--- src/rtl/keypad_pkg.sv ---
// -----------------------------------------------------------------------------
// keypad_pkg
// Shared definitions for the 4x4 matrix keypad scanner:
//   - state_t          : scanner FSM states
//   - DEFAULT_*        : default timing constants for a 48 MHz clock
//   - key_code()       : (row, col) -> hex code lookup for the keypad legend
//   - lowest_low_row() : priority pick of the lowest-index active-low row
//   - col_drive()      : column index -> active-low one-hot column drive
// -----------------------------------------------------------------------------
package keypad_pkg;

    // 0.5 ms column dwell and 20 ms debounce at 48 MHz.
    localparam int DEFAULT_SCAN_DIV        = 24000;
    localparam int DEFAULT_DEBOUNCE_CYCLES = 960000;

    typedef enum logic [1:0] {
        SCAN,
        DEBOUNCE,
        HELD,
        RELEASE
    } state_t;

    // Keypad legend, rows top to bottom, columns left to right:
    //   r0: 1 2 3 A
    //   r1: 4 5 6 B
    //   r2: 7 8 9 C
    //   r3: E 0 F D
    function automatic logic [3:0] key_code(input logic [1:0] row, input logic [1:0] col);
        logic [3:0] code;
        case ({row, col})
            4'h0: code = 4'h1;
            4'h1: code = 4'h2;
            4'h2: code = 4'h3;
            4'h3: code = 4'hA;
            4'h4: code = 4'h4;
            4'h5: code = 4'h5;
            4'h6: code = 4'h6;
            4'h7: code = 4'hB;
            4'h8: code = 4'h7;
            4'h9: code = 4'h8;
            4'hA: code = 4'h9;
            4'hB: code = 4'hC;
            4'hC: code = 4'hE;
            4'hD: code = 4'h0;
            4'hE: code = 4'hF;
            default: code = 4'hD;
        endcase
        return code;
    endfunction

    // Several keys in one column: the lowest row index wins.
    function automatic logic [1:0] lowest_low_row(input logic [3:0] r);
        logic [1:0] idx;
        if (!r[0])      idx = 2'd0;
        else if (!r[1]) idx = 2'd1;
        else if (!r[2]) idx = 2'd2;
        else            idx = 2'd3;
        return idx;
    endfunction

    function automatic logic [3:0] col_drive(input logic [1:0] idx);
        return ~(4'b0001 << idx);
    endfunction

endpackage

--- src/rtl/row_sync.sv ---
// -----------------------------------------------------------------------------
// row_sync
// Two-flop synchronizer for the asynchronous keypad row inputs.
// Ports:
//   clk    in          system clock
//   reset  in          asynchronous, active-high reset
//   d      in  [W-1:0] asynchronous input
//   q      out [W-1:0] synchronized output, two cycles of latency
// -----------------------------------------------------------------------------
module row_sync #(
    parameter int WIDTH = 4
) (
    input  logic             clk,
    input  logic             reset,
    input  logic [WIDTH-1:0] d,
    output logic [WIDTH-1:0] q
);

    logic [WIDTH-1:0] meta;

    // Reset to all ones, the idle level of the pulled-up rows, so coming out
    // of reset never looks like a key press.
    always_ff @(posedge clk or posedge reset) begin
        if (reset) begin
            meta <= '1;
            q    <= '1;
        end else begin
            // NOTE: non-blocking assignments make q take the previous value of
            // meta, giving two real flop stages instead of one.
            meta <= d;
            q    <= meta;
        end
    end

endmodule

--- src/rtl/keypad_scanner.sv ---
// -----------------------------------------------------------------------------
// keypad_scanner
// Scans a 4x4 active-low matrix keypad one column at a time, debounces a
// detected key and reports its hex code.
// Ports:
//   clk        in      system clock (HSOSC, 48 MHz nominal)
//   reset      in      asynchronous, active-high reset
//   rows       in  [4] row sense, active-low, asynchronous to clk
//   cols       out [4] column drive, active-low one-hot
//   key        out [4] hex code of the last accepted key
//   key_valid  out     one-cycle pulse when a new key is accepted
//   key_held   out     high while the accepted key remains pressed
// Parameters (each must be at least 2):
//   SCAN_DIV         cycles each column is driven before moving on
//   DEBOUNCE_CYCLES  consecutive stable cycles to accept a press or release
// -----------------------------------------------------------------------------
module keypad_scanner
    import keypad_pkg::*;
#(
    parameter int SCAN_DIV        = DEFAULT_SCAN_DIV,
    parameter int DEBOUNCE_CYCLES = DEFAULT_DEBOUNCE_CYCLES
) (
    input  logic       clk,
    input  logic       reset,
    input  logic [3:0] rows,
    output logic [3:0] cols,
    output logic [3:0] key,
    output logic       key_valid,
    output logic       key_held
);

    localparam int DW  = $clog2(SCAN_DIV);
    localparam int DBW = $clog2(DEBOUNCE_CYCLES);

    localparam logic [DW-1:0]  DWELL_LAST = DW'(SCAN_DIV - 1);
    localparam logic [DBW-1:0] DEB_LAST   = DBW'(DEBOUNCE_CYCLES - 1);

    logic [3:0]     rs;
    state_t         state;
    logic [1:0]     col_idx;
    logic [1:0]     row_idx;
    logic [DW-1:0]  dwell_cnt;
    logic [DBW-1:0] deb_cnt;

    logic [1:0] col_next;
    logic       row_low;

    row_sync #(.WIDTH(4)) u_row_sync (
        .clk   (clk),
        .reset (reset),
        .d     (rows),
        .q     (rs)
    );

    assign col_next = col_idx + 2'd1;
    assign row_low  = ~rs[row_idx];

    // cols is kept as its own flop, updated in step with col_idx, so the pad
    // drive never glitches through a decoder.
    always_ff @(posedge clk or posedge reset) begin
        if (reset) begin
            state     <= SCAN;
            col_idx   <= 2'd0;
            cols      <= 4'b1110;
            row_idx   <= 2'd0;
            dwell_cnt <= '0;
            deb_cnt   <= '0;
            key       <= 4'h0;
            key_valid <= 1'b0;
            key_held  <= 1'b0;
        end else begin
            key_valid <= 1'b0;

            unique case (state)
                SCAN: begin
                    // Rows are sampled only on the last dwell cycle so the
                    // synchronized value reflects the current column.
                    if (dwell_cnt == DWELL_LAST) begin
                        dwell_cnt <= '0;
                        if (rs != 4'hF) begin
                            // Stay on this column while the press is debounced.
                            row_idx <= lowest_low_row(rs);
                            deb_cnt <= '0;
                            state   <= DEBOUNCE;
                        end else begin
                            col_idx <= col_next;
                            cols    <= col_drive(col_next);
                        end
                    end else begin
                        dwell_cnt <= dwell_cnt + 1'b1;
                    end
                end

                DEBOUNCE: begin
                    if (row_low) begin
                        if (deb_cnt == DEB_LAST) begin
                            key       <= key_code(row_idx, col_idx);
                            key_valid <= 1'b1;
                            key_held  <= 1'b1;
                            state     <= HELD;
                        end else begin
                            deb_cnt <= deb_cnt + 1'b1;
                        end
                    end else begin
                        // Bounce: give up on this key and carry on scanning.
                        col_idx   <= col_next;
                        cols      <= col_drive(col_next);
                        dwell_cnt <= '0;
                        state     <= SCAN;
                    end
                end

                HELD: begin
                    // Only the captured row matters; other keys are ignored.
                    if (!row_low) begin
                        deb_cnt <= '0;
                        state   <= RELEASE;
                    end
                end

                RELEASE: begin
                    if (!row_low) begin
                        if (deb_cnt == DEB_LAST) begin
                            key_held  <= 1'b0;
                            col_idx   <= col_next;
                            cols      <= col_drive(col_next);
                            dwell_cnt <= '0;
                            state     <= SCAN;
                        end else begin
                            deb_cnt <= deb_cnt + 1'b1;
                        end
                    end else begin
                        // Release bounce: still held, no new key_valid.
                        state <= HELD;
                    end
                end

                default: state <= SCAN;
            endcase
        end
    end

endmodule

--- config.mk ---
export PLATFORM = sky130hd
export DESIGN_NAME = keypad_scanner
export DESIGN_NICKNAME = d
export VERILOG_FILES = /design/src/rtl/keypad_pkg.sv /design/src/rtl/row_sync.sv /design/src/rtl/keypad_scanner.sv
export SDC_FILE = /design/constraint.sdc
export NUM_CORES = 1
export LEC_CHECK = 0
export CAP_MARGIN = 30
export CELL_PAD_IN_SITES_DETAIL_PLACEMENT = 0
export CELL_PAD_IN_SITES_GLOBAL_PLACEMENT = 1
export CORE_MARGIN = 4
export CORE_UTILIZATION = 42
export CTS_CLUSTER_DIAMETER = 150
export DETAILED_ROUTE_END_ITERATION = 6
export PLACE_DENSITY = 0.8
export SLEW_MARGIN = 20
export SYNTH_ARGS = -nofsm -noshare
export SYNTH_HDL_FRONTEND = slang
export SYNTH_SLANG_ARGS = --single-unit
--- constraint.sdc ---
create_clock -name clk -period 2.1 [get_ports clk]
set_input_delay 0.315 -clock clk [delete_from_list [all_inputs] [get_ports clk]]
set_output_delay 0.315 -clock clk [all_outputs]
set_load 0.005 [all_outputs]
==> flow_summary.ini <==
[power]
clock_power_share = 0.465
vdd_drop_max_v = 0.000379
power.share.switching = 0.239
p_comb_frac = 0.027
power_switching_w = 0.000544
p_seq_frac = 0.508
powerDensity_mw_per_mm2 = 545
p_int_w = 0.00173
power_leakage_nw = 1.80

[setup_path]
rr_worst_depth = 7
arrival_ns = 2.33
critPathMaxFanout = 7
regToRegSetupSlack_ns = -0.01
cp_data_required_time_ns = 2.32
rr_endpoint = col_idx[1]
startpoint_type = flop
r2r_start = deb_cnt[1]
crit_type = reg2reg
critPathCaptureType = flop

[sta]
worst_slew_margin_rel = 0.653
finClkSkew_ns = 0.0150
fin_crit_sh = 1.00
hold_viol = 0
setup_ws_ns = -0.0102
rsz0062_at_grt = true
worstMarginPinSlew_ns = 0.519
layout_min_cycle_time_ns = 2.11
drv_slew = 0
final-setup-viol-count = 1
max_freq_mhz = 474

[cells_and_area]
utilization = 0.572
multiInputGateArea_mm2 = 0.00170
antennaDiodeCount = 0
seq_area_mm2 = 0.00149
final_area_mm2 = 0.00417
num-nets-final = 410
nFillCells = 675
syn_to_final_growth_pct = 31.6
drive_gt1_frac = 0.304

[cts]
numCtsBuffers = 9
h-tree-depth = 3
cts_hold_buf = 0
insertion_delay_ns = 0.34
path_clk_slew_ns = 0.08
cts_tree = built
clockRootBuffer = clkbuf_8
clkSinkCount = 59
cts_buffer_depth = 2

[grt]
grt_use_total = 0.178
grt_pass1_vias = 2575
grt_pass1_wl_um = 12400
antenna_found_initial = 0
grt_overflow = 0
grt_max_degree = 32

[synth]
yosysTopAreaCell = dfrtp_1
synth_top_area_frac = 0.379
syn-cell-area_mm2 = 0.00317
synth.top_cells.by_count = dfrtp_1 (48), nand2_1 (35), nor2_1 (32), o21ai_0 (28)
synth_seq_cells = 59
synth.most_common_cell = dfrtp_1
async_reset_ff_frac = 1.00
synth-edff-count = 0
synth_cell_type_count = 49
synthTopCellsByArea = dfrtp_1 (38%), dfstp_2 (9.1%), o21ai_0 (4.4%)
syn_avg_cell_area_um2 = 9.61
synth_nets = 344
ys.flop_type = dfrtp_1
synthCells = 330
ys_warn_count = 0
ys_seq_area_frac = 0.470

[drt]
totalWireLength_um = 7520
ant_nets = 0
drt_iter0_markers = 166
vias = 2718
routed_via_density = 5.44
first_pass_iters = 4
remaining_drc_errors = 0
wl_per_cell_um = 15.0

[floorplanning]
fp.dieW_um = 94.9
coreArea_mm2 = 0.00729
dieHeight_um = 94.9
rows = 31
io_pins = 16
initial_core_util = 0.435
die_area_mm2 = 0.00901

[placed_design]
place_area_mm2 = 0.00369
preCtsSetupSlack_ns = -0.102
io_buffers = 15
place.gp.congestion = 0.799
dpl.hpwl_um = 4910

[hold_path]
min_path_type = in2async

[run]
maxCapViolations = 0

[outcome]
violations = setup timing
status = complete, but fails checks
[routing by layer]
layer / share of wire / global-route usage / vias to the layer above
li1: - / - / 1332
met1: 0.45 / 0.241 / 1326
met2: 0.50 / 0.283 / 49
met3: 0.033 / 0.0327 / 11
met4: 0.016 / 0.0673 / 0
met5: 0 / 0 / -
[layout make-up]
| class | instances | share of cell area |
|---|---|---|
| well taps | 99 | 0.0297 |
| clock buffers | 9 | 0.0297 |
| inverters | 17 | 0.0153 |
| repair buffers | 70 | 0.142 |
| flip-flops and latches | 59 | 0.357 |
| multi-input cells | 239 | 0.408 |
| clock inverters | 7 | 0.0183 |
[power by group through the flow]
stage          sequential (W)  combinational [W]  clock (W)
3_5_place_dp          0.00118          0.0000531          0
6_report              0.00115          0.0000620    0.00106
2_1_floorplan         0.00117          0.0000247          0
3_3_place_gp          0.00118          0.0000520          0
5_1_grt               0.00115          0.0000702    0.00113
4_1_cts               0.00115          0.0000597    0.00108
[logic make-up (layout without fill, tap and decap cells)]
family / after synthesis / in the layout / synth area share
simple gates: 145 / 146 / 0.253
compound gates: 60 / 60 / 0.120
flops: 59 / 59 / 0.470
buf+inv: 33 / 103 / 0.0430
mux: 17 / 17 / 0.0604
fa+ha+maj: 8 / 8 / 0.0316
xor+xnor: 8 / 8 / 0.0221
[layout by cell type, fill, tap and decap left out, drive strengths merged, types with 3 or more instances in the layout]
cell type	count
o21ai	29
or3	3
nand4b	3
clkbuf	9
xor2	6
clkdlybuf4s50	15
o221ai	3
inv	18
a21oi	9
mux2	4
clkinv	3
nand4	20
dfrtp	48
buf	55
nand2	35
dfstp	11
and3	7
nor3	5
ha	8
a31oi	4
nor2	32
and4	3
nand3	20
mux2i	12
or4	7
o31ai	8
[how the worst max path moves through the flow]
| stage | depth (start not counted) | startpoint | end |
|---|---|---|---|
| 6_report | 7 | deb_cnt[1] | col_idx[1] |
| 4_1_cts | 7 | u_row_sync.q[0] | deb_cnt[15] |
| 3_3_place_gp | 6 | u_row_sync.q[1] | deb_cnt[19] |
| 3_5_place_dp | 6 | u_row_sync.q[0] | deb_cnt[19] |
| 2_1_floorplan | 7 | dwell_cnt[0] | deb_cnt[12] |
| 5_1_grt | 7 | u_row_sync.q[0] | deb_cnt[19] |
[per-stage QoR]
step	cells	total power (W)	hold WS (ns)	setup TNS, ns
after floorplan	330	0.00120	0.319	0
after global placement	466	0.00123	0.346	-0.0673
after detailed placement	466	0.00123	0.347	-0.102
after CTS	488	0.00229	0.347	-0.0272
after global routing	500	0.00235	0.362	-0.615
final	500	0.00227	0.339	-0.0102
[worst max-delay path, stage by stage, from the launching register on]
cell and delay (ns):
dfrtp_1 0.40, ha_2 0.21, and2_4 0.15, and3_4 0.20
nand4_4 0.16, a22o_4 0.28, a211o_1 0.28, mux2_4 0.31
[timing repair]
action | 4_1_cts | 5_1_grt
setup buffers | 5 | 11
gates cloned | 1 | 1
resized for setup | 2 | 34
endpoints found under the setup margin | 5 | 30
pin swaps | 5 | 13
[sequential cells by signal (all words and copies together), names as in the netlist, named ones only]
name,count
deb_cnt,20
row_idx,2
state,1
key,4
col_idx,2
u_row_sync.meta,4
dwell_cnt,15
u_row_sync.q,4
key_held,1
cols,4
key_valid,1
No activity file was read; power rests on OpenSTA's default activity.
